--- config.mk ---
export PLATFORM = sky130hd
export DESIGN_NAME = mem_block_mover_flat
export DESIGN_NICKNAME = d
export VERILOG_FILES = /design/src/rtl/mem_block_mover_if.sv /design/src/rtl/mem_block_mover.sv /design/src/flat_wrapper.sv
export SDC_FILE = /design/constraint.sdc
export NUM_CORES = 1
export LEC_CHECK = 0
export ABC_AREA = 1
export BUFFER_PORTS_ARGS = -buffer_cell sky130_fd_sc_hd__buf_2
export CAP_MARGIN = 10
export CORE_UTILIZATION = 26
export CTS_CLUSTER_DIAMETER = 60
export DETAILED_ROUTE_END_ITERATION = 10
export HOLD_SLACK_MARGIN = 0.03
export PLACE_DENSITY = 0.46
export SKIP_LAST_GASP = 1
export SYNTH_ARGS = -nofsm -noshare
export SYNTH_HDL_FRONTEND = slang
export SYNTH_SLANG_ARGS = --single-unit
--- constraint.sdc ---
create_clock -name clk -period 2.35 [get_ports clk]
set_input_delay 0.235 -clock clk [delete_from_list [all_inputs] [get_ports clk]]
set_output_delay 0.235 -clock clk [all_outputs]
set_load 0.03 [all_outputs]
--- src/rtl/mem_block_mover_if.sv ---
// Command/status handshake plus single-port data memory bus for mem_block_mover.
// The master modport is the mover itself; slave is the sequencer/memory side.
interface mem_block_mover_if #(
    parameter int DATA_SIZE = 8,
    parameter int ADDR_SIZE = 5
);
    logic                 start;
    logic                 op;
    logic [ADDR_SIZE-1:0] src_addr;
    logic [ADDR_SIZE-1:0] dst_addr;
    logic [ADDR_SIZE:0]   len;
    logic [DATA_SIZE-1:0] fill_data;
    logic                 ready;
    logic                 busy;
    logic                 done;
    logic [DATA_SIZE-1:0] checksum;
    logic                 mem_w;
    logic [ADDR_SIZE-1:0] mem_addr;
    logic [DATA_SIZE-1:0] mem_wdata;
    logic [DATA_SIZE-1:0] mem_rdata;

    modport master (
        input  start, op, src_addr, dst_addr, len, fill_data, mem_rdata,
        output ready, busy, done, checksum, mem_w, mem_addr, mem_wdata
    );

    modport slave (
        output start, op, src_addr, dst_addr, len, fill_data, mem_rdata,
        input  ready, busy, done, checksum, mem_w, mem_addr, mem_wdata
    );
endinterface

--- src/rtl/mem_block_mover.sv ---
// Block COPY/FILL engine owning the data memory port while busy.
// Reports completion with a done pulse and a modular checksum of written words.
module mem_block_mover #(
    parameter int DATA_SIZE = 8,
    parameter int ADDR_SIZE = 5
) (
    input  logic              clk,
    input  logic              rst,
    mem_block_mover_if.master bus
);
    typedef enum logic [1:0] {IDLE, RD, WR} state_t;
    typedef enum logic {OP_COPY, OP_FILL} op_t;

    state_t               r_state;
    op_t                  r_op;
    logic [ADDR_SIZE-1:0] r_src;
    logic [ADDR_SIZE-1:0] r_dst;
    logic [ADDR_SIZE:0]   r_cnt;
    logic [DATA_SIZE-1:0] r_fill;
    logic [DATA_SIZE-1:0] r_hold;
    logic [DATA_SIZE-1:0] r_checksum;
    logic                 r_done;

    logic                 w_w;
    logic [ADDR_SIZE-1:0] w_addr;
    logic [DATA_SIZE-1:0] w_wdata;

    always_comb begin
        w_w     = 1'b0;
        w_addr  = '0;
        w_wdata = '0;
        case (r_state)
            RD: w_addr = r_src;
            WR: begin
                w_w     = 1'b1;
                w_addr  = r_dst;
                w_wdata = (r_op == OP_FILL) ? r_fill : r_hold;
            end
            default: ;
        endcase
    end

    always_ff @(posedge clk) begin
        if (rst) begin
            r_state    <= IDLE;
            r_op       <= OP_COPY;
            r_src      <= '0;
            r_dst      <= '0;
            r_cnt      <= '0;
            r_fill     <= '0;
            r_hold     <= '0;
            r_checksum <= '0;
            r_done     <= 1'b0;
        end else begin
            r_done <= 1'b0;
            case (r_state)
                IDLE: begin
                    if (bus.start) begin
                        r_op       <= op_t'(bus.op);
                        r_src      <= bus.src_addr;
                        r_dst      <= bus.dst_addr;
                        r_cnt      <= bus.len;
                        r_fill     <= bus.fill_data;
                        r_checksum <= '0;
                        // A zero-length command completes without touching memory
                        if (bus.len == '0)
                            r_done <= 1'b1;
                        else
                            r_state <= bus.op ? WR : RD;
                    end
                end
                RD: begin
                    r_hold  <= bus.mem_rdata;
                    r_state <= WR;
                end
                WR: begin
                    r_checksum <= r_checksum + w_wdata;
                    r_src      <= r_src + 1'b1;
                    r_dst      <= r_dst + 1'b1;
                    r_cnt      <= r_cnt - 1'b1;
                    if (r_cnt == (ADDR_SIZE+1)'(1)) begin
                        r_state <= IDLE;
                        r_done  <= 1'b1;
                    end else begin
                        r_state <= (r_op == OP_FILL) ? WR : RD;
                    end
                end
                default: r_state <= IDLE;
            endcase
        end
    end

    assign bus.ready     = (r_state == IDLE);
    assign bus.busy      = (r_state != IDLE);
    assign bus.done      = r_done;
    assign bus.checksum  = r_checksum;
    assign bus.mem_w     = w_w;
    assign bus.mem_addr  = w_addr;
    assign bus.mem_wdata = w_wdata;
endmodule

--- src/flat_wrapper.sv ---
// flat-port wrapper written by rule: the top's interface ports become plain ports
module mem_block_mover_flat 
#(
    parameter int DATA_SIZE = 8,
    parameter int ADDR_SIZE = 5
)
  (clk, rst, bus_start, bus_op, bus_src_addr, bus_dst_addr, bus_len, bus_fill_data, bus_mem_rdata, bus_ready, bus_busy, bus_done, bus_checksum, bus_mem_w, bus_mem_addr, bus_mem_wdata);
  mem_block_mover_if #(.DATA_SIZE(DATA_SIZE), .ADDR_SIZE(ADDR_SIZE)) bus_i ();
  input  logic clk;
  input  logic rst;
  input wire logic [$bits(bus_i.start)-1:0] bus_start;
  input wire logic [$bits(bus_i.op)-1:0] bus_op;
  input wire logic [$bits(bus_i.src_addr)-1:0] bus_src_addr;
  input wire logic [$bits(bus_i.dst_addr)-1:0] bus_dst_addr;
  input wire logic [$bits(bus_i.len)-1:0] bus_len;
  input wire logic [$bits(bus_i.fill_data)-1:0] bus_fill_data;
  input wire logic [$bits(bus_i.mem_rdata)-1:0] bus_mem_rdata;
  output wire logic [$bits(bus_i.ready)-1:0] bus_ready;
  output wire logic [$bits(bus_i.busy)-1:0] bus_busy;
  output wire logic [$bits(bus_i.done)-1:0] bus_done;
  output wire logic [$bits(bus_i.checksum)-1:0] bus_checksum;
  output wire logic [$bits(bus_i.mem_w)-1:0] bus_mem_w;
  output wire logic [$bits(bus_i.mem_addr)-1:0] bus_mem_addr;
  output wire logic [$bits(bus_i.mem_wdata)-1:0] bus_mem_wdata;
  assign bus_i.start = bus_start;
  assign bus_i.op = bus_op;
  assign bus_i.src_addr = bus_src_addr;
  assign bus_i.dst_addr = bus_dst_addr;
  assign bus_i.len = bus_len;
  assign bus_i.fill_data = bus_fill_data;
  assign bus_i.mem_rdata = bus_mem_rdata;
  assign bus_ready = bus_i.ready;
  assign bus_busy = bus_i.busy;
  assign bus_done = bus_i.done;
  assign bus_checksum = bus_i.checksum;
  assign bus_mem_w = bus_i.mem_w;
  assign bus_mem_addr = bus_i.mem_addr;
  assign bus_mem_wdata = bus_i.mem_wdata;
  mem_block_mover #(.DATA_SIZE(DATA_SIZE), .ADDR_SIZE(ADDR_SIZE)) u_core (.clk(clk), .rst(rst), .bus(bus_i));
endmodule
# Word-level counts from Yosys, hierarchy flattened
# Cells that the tools add are included.
[totals] regBits=44 input_bits=36 output_inout_bits=25 wordCells=47
[op_classes] addsub=4 n_eq_ne=5 muxes=22 n_reduce_logical=7
[op_table] operator="$pmux W5 S2" count=3
[op_table] operator="$mux W8" count=3
[op_table] operator="$pmux W8 S2" count=1
[op_table] operator="$pmux W6 S2" count=1
[op_table] operator="$add A5 B1 Y5 const B" count=2
[op_table] operator="$mux W2" count=5
[op_table] operator="$mux W5" count=2
[op_table] operator="$add A8 B8 Y8" count=1
[op_table] operator="$eq A6 B1 Y1 const B" count=1
[op_table] operator="$logic_not A6 Y1" count=1
[op_table] operator="$mux W6" count=1
[op_table] operator="$pmux W2 S3" count=1
[op_table] operator="$reduce_and A2 Y1" count=3
[op_table] operator="$sub A6 B1 Y6 const B" count=1
[op_table] operator="$mux W1" count=4
[op_table] operator="$ne A2 B2 Y1 const B" count=2
[op_table] operator="$reduce_bool A2 Y1" count=2
[op_table] operator="$eq A2 B1 Y1 const B" count=1
[op_table] operator="$eq A2 B2 Y1 const B" count=1
[op_table] operator="$logic_not A2 Y1" count=1
[op_table] operator="$pmux W1 S2" count=1

# Depth between registers and ports, before layout
[depth] depth_word=4 mapped_depth=15

# Least setup slack after synthesis
# No wires, ideal clock.
[synth_path] path_type="register to register" start="reg u_core.r_state[0]" end="reg u_core.r_checksum[6] (netlist: u_core.bus.checksum[6])" setup_ps=134 t_arrival_ps=2475 required_ps=2216 setup_slack_ps=-259 path_stages_with_launch=15 synth_period_minus_slack_ps=2609 path_cell_list="dfxtp_1 -> inv_1 -> ha_1 -> buf_4 -> nand2_1 -> inv_2 -> a22o_1 -> ha_1 -> fa_1 -> nand2_1 -> nand2_1 -> nand3b_1 -> nand3b_1 -> nand3_1 -> a21oi_1"
[synth_via] elab_chain_cells=4
[synth_lines] element="start: declaration" line="mem_block_mover.sv:14" text="state_t r_state;"
[synth_lines] element="start signal: assignment" line="mem_block_mover.sv:69" text="r_state <= bus.op ? WR : RD;"
[synth_lines] element="start signal: assignment" line="mem_block_mover.sv:85" text="r_state <= (r_op == OP_FILL) ? WR : RD;"
[synth_lines] element="$eq A2 B2 Y1" line="mem_block_mover.sv:32" text="case (r_state)"
[synth_lines] element="$mux W8" line="mem_block_mover.sv:32"
[synth_lines] element="via bus_mem_wdata[0]" line="flat_wrapper.sv:24" text="output wire logic [$bits(bus_i.mem_wdata)-1:0] bus_mem_wdata;"
[synth_lines] element="$add A8 B8 Y8" line="mem_block_mover.sv:77" text="r_checksum <= r_checksum + w_wdata;"
[synth_lines] element="$pmux W8 S2" line="mem_block_mover.sv:56" text="case (r_state)"
[synth_lines] element="end signal: assignment" line="mem_block_mover.sv:77"
[synth_lines] element="end: declaration" line="mem_block_mover.sv:21" text="logic [DATA_SIZE-1:0] r_checksum;"
# The timed path passes the listed nets, and every way through them passes these cells.
# A chain may end at the register's enable or synchronous reset.

# Worst setup path after layout
[layout_path] start="reg u_core.r_state[0]" end="reg u_core.r_checksum[6] (netlist: u_core.bus.checksum[6])"
[layout_via] elab_chain_cells=4
[layout_lines] element="$eq A2 B2 Y1" line="mem_block_mover.sv:32, mem_block_mover.sv:56"
[layout_lines] element="$mux W8" line="mem_block_mover.sv:32"
[layout_lines] element="$add A8 B8 Y8" line="mem_block_mover.sv:77"
[layout_lines] element="$pmux W8 S2" line="mem_block_mover.sv:56"
# Parallel ways exist; a longest one is shown, timed or not.

==> flow_metrics.tcl <==
set metrics [dict create \
    synth_top_family_by_area "simple AND/OR/NAND/NOR gates" \
    antenna_found_initial 0 \
    r2r_cells 14 \
    via_per_inst 4.524 \
    cts_buffers 5 \
    grt_max_degree 27 \
    synth_cell_types 31 \
    leakage_nw 1.443 \
    num_vias 2470 \
    synth-xor-area-share_pct 1.744 \
    hold_viol 0 \
    hold-path-endpoint "u_core.r_hold[7]" \
    multi_input_area_um2 1458 \
    synth_compound_area_share_pct 20.38 \
    clock_path_buffers 2 \
    r2r-start "u_core.r_state[0]" \
    cts.sinks 44 \
    ys_seq_area_share_pct 35.08 \
    post_drt_wl_per_cell_um 12.67 \
    dieHeight_um 100.3 \
    final_common_cell "nand2_1" \
    die_width_um 100.3 \
    ir_drop_v 0.0002787 \
    synth-adder-area-share_pct 8.271 \
    syn_area_um2 2511 \
    r2r_setup_slack_ps 170 \
    drt_iter0_drc 114 \
    cp.required_ps 2590 \
    hp-start "bus_mem_rdata[7]" \
    max_freq_mhz 458.1 \
    yosys_warnings 0 \
    clk_pin_slew_ps 90 \
    fin_nets 468 \
    clk_latency_ps 300 \
    ant_nets 0 \
    post-cts-setup-buffers 0 \
    final-setup-viol-count 0 \
    endpoint_kind "flop" \
    fillers 1063 \
    grt_pass1_wl_um 11580 \
    firstDrtPassIters 4 \
    holdBufCountCts 0 \
    ys_seq_elements 44 \
    syn_to_final_growth_pct 22.57 \
    hp-class "in -> reg" \
    worstSetupPathType "reg -> reg" \
    h-tree-depth 2 \
    initial_core_util_pct 27.05 \
    fin_crit_ps 2183 \
    synth_area_per_cell_um2 7.034 \
    arrival_ps 2420 \
    finClkSkew_ps 8.740 \
    insertedDiodeCount 0 \
    rsz0062_at_grt "false" \
    netlist_instances 357 \
    relSlewSlack_pct 53.87 \
    synth_simple_gate_area_share_pct 26.31 \
    core_um2 9284 \
    drt_wl_total_um 6917 \
    root_buffer "clkbuf_8" \
    io_buffers 60 \
    outcome "finished, final reports clean" \
    hold_depth 3 \
    place_congestion 0.7980 \
    drive_above_1_share_pct 22.30 \
    dieArea_um2 10060 \
    finalSetupTns_ps 0 \
    rows 35 \
    r2r-end "u_core.bus.checksum[6]" \
    power.density_nw_per_um2 765.6 \
    grt_overflow_total 0 \
    finalCritPeriodShare_pct 92.89 \
    drc 0 \
    seq_area_um2 882.1 \
    crit_path_start_kind "flop" \
    worstMarginPinSlew_ps 691.2 \
    grt_pass1_vias 2366 \
    mostFrequentLayoutCells "73 x nand2_1, 60 x buf_2, 54 x nor2_1, 43 x dfxtp_1, 32 x o21ai_0" \
    synthMuxAreaShare_pct 0 \
    synth_fp_nets 409 \
    pin_count 61 \
    grt_use_total_pct 14.57 \
    fin_util_pct 33.15 \
    maxCapViolations 0 \
    place_hpwl_um 5247 \
    crit_fanout 8 \
    cts_tree "built" \
    slew_viol_final 0 \
]
-- critical path, stage by stage, from the launching register on --
cell      delay, ps
dfxtp_2         370
inv_2            60
ha_4            180
nand2_2          90
inv_4            60
a22o_4          250
ha_2            190
fa_2            400
nand2_2          70
nand2_1          70
nand3b_1        100
nand2_1          60
nand2_1          60
nand3_1          60
a21oi_1         120
-- layout make-up --
cell class | instances | area share (%)
Timing Repair Buffer | 65 | 10.98
Inverter | 32 | 4.146
Multi-Input combinational cell | 268 | 47.36
Clock buffer | 5 | 2.236
Tap cell | 129 | 5.244
Sequential cell | 44 | 28.66
Clock inverter | 3 | 1.382
-- Yosys cell counts --
library cell / number / area share (%)
nand2_1: 75 / 11
nor2_1: 54 / 8.1
dfxtp_1: 44 / 35
o21ai_0: 32 / 6.4
a21oi_1: 30 / 6.0
inv_1: 29 / 4.3
nand3_1: 18 / 3.6
ha_1: 15 / 7.5
a22o_1: 7 / 2.4
clkbuf_1: 6 / 0.90
a31oi_1: 5 / 1.2
nand3b_1: 5 / 1.5
o211ai_1: 5 / 1.5
a211oi_1: 3 / 0.90
buf_6: 3 / 1.3
or2_2: 3 / 0.75
xor2_1: 3 / 1.0
buf_2: 2 / 0.40
buf_4: 2 / 0.60
inv_4: 2 / 0.50
nand4_1: 2 / 0.50
o21ai_2: 2 / 0.70
xnor2_1: 2 / 0.70
a211oi_2: 1 / 0.50
and2_1: 1 / 0.25
fa_1: 1 / 0.80
inv_2: 1 / 0.15
nor2_4: 1 / 0.45
o21ai_1: 1 / 0.20
o21bai_1: 1 / 0.30
o22ai_1: 1 / 0.25
-- cells by family (layout without fill, tap and decap cells) --
group                      count (synthesis)  in the layout
and+or+nand+nor                          159            159
AOI/OAI and AO/OA                         88             88
buffers and inverters                     45            105
xor gates and xnor gates                   5              5
adders and majority gates                 16             16
DFF                                       44             44
-- routing by layer --
layer  track usage, %  vias to the layer above  wire length, um
li1                 -                     1302                -
met1            20.21                     1120             3477
met2            23.50                       41             3144
met3            2.159                        7              211
met4            4.013                        0               84
met5                0                        -                0
-- power by group --
group / internal, mW / total [mW] / switching, mW
logic: 0.272 / 0.789 / 0.518
clock network: 0.315 / 0.597 / 0.282
registers: 0.871 / 0.970 / 0.0993
-- timing repair --
action / 4_1_cts / 5_1_grt
setup endpoints to repair: 0 / 2
gates resized for setup: 0 / 5
endpoints found under the hold margin: 0 / 0
-- stage by stage --
step | std cells | hold WS (ps) | instance area, um2 | worst slack [ps] | power [mW]
5_1_grt | 546 | 161.4 | 3078 | 8.944 | 2.549
2_1_floorplan | 357 | 369.9 | 2536 | 24.10 | 1.586
4_1_cts | 546 | 149.2 | 3065 | 128.7 | 2.394
3_3_place_gp | 538 | 451.7 | 2954 | 178.2 | 1.782
6_report | 546 | 160.5 | 3078 | 167.2 | 2.356
3_5_place_dp | 538 | 459.5 | 2954 | 153.1 | 1.788
-- state kept, by name (all words and copies together), names as in the netlist --
| signal | flops |
|---|---|
| u_core.bus.checksum | 8 |
| u_core.r_fill | 8 |
| u_core.r_hold | 8 |
| u_core.r_cnt | 6 |
| u_core.r_dst | 5 |
| u_core.r_src | 5 |
| u_core.r_state | 2 |
| u_core.bus.done | 1 |
| u_core.r_op | 1 |
-- worst max path at each step --
stage | from | to | slack, ps
5_1_grt | u_core.r_state[0] | u_core.bus.checksum[6] | 9
4_1_cts | u_core.r_state[0] | u_core.bus.checksum[6] | 130
3_3_place_gp | u_core.r_state[0] | u_core.bus.checksum[6] | 180
3_5_place_dp | u_core.r_state[0] | u_core.bus.checksum[6] | 150
6_report | u_core.r_state[0] | u_core.bus.checksum[6] | 170
2_1_floorplan | u_core.r_state[0] | u_core.bus.checksum[6] | 20
Note: power is estimated with default switching activity, not from simulation.
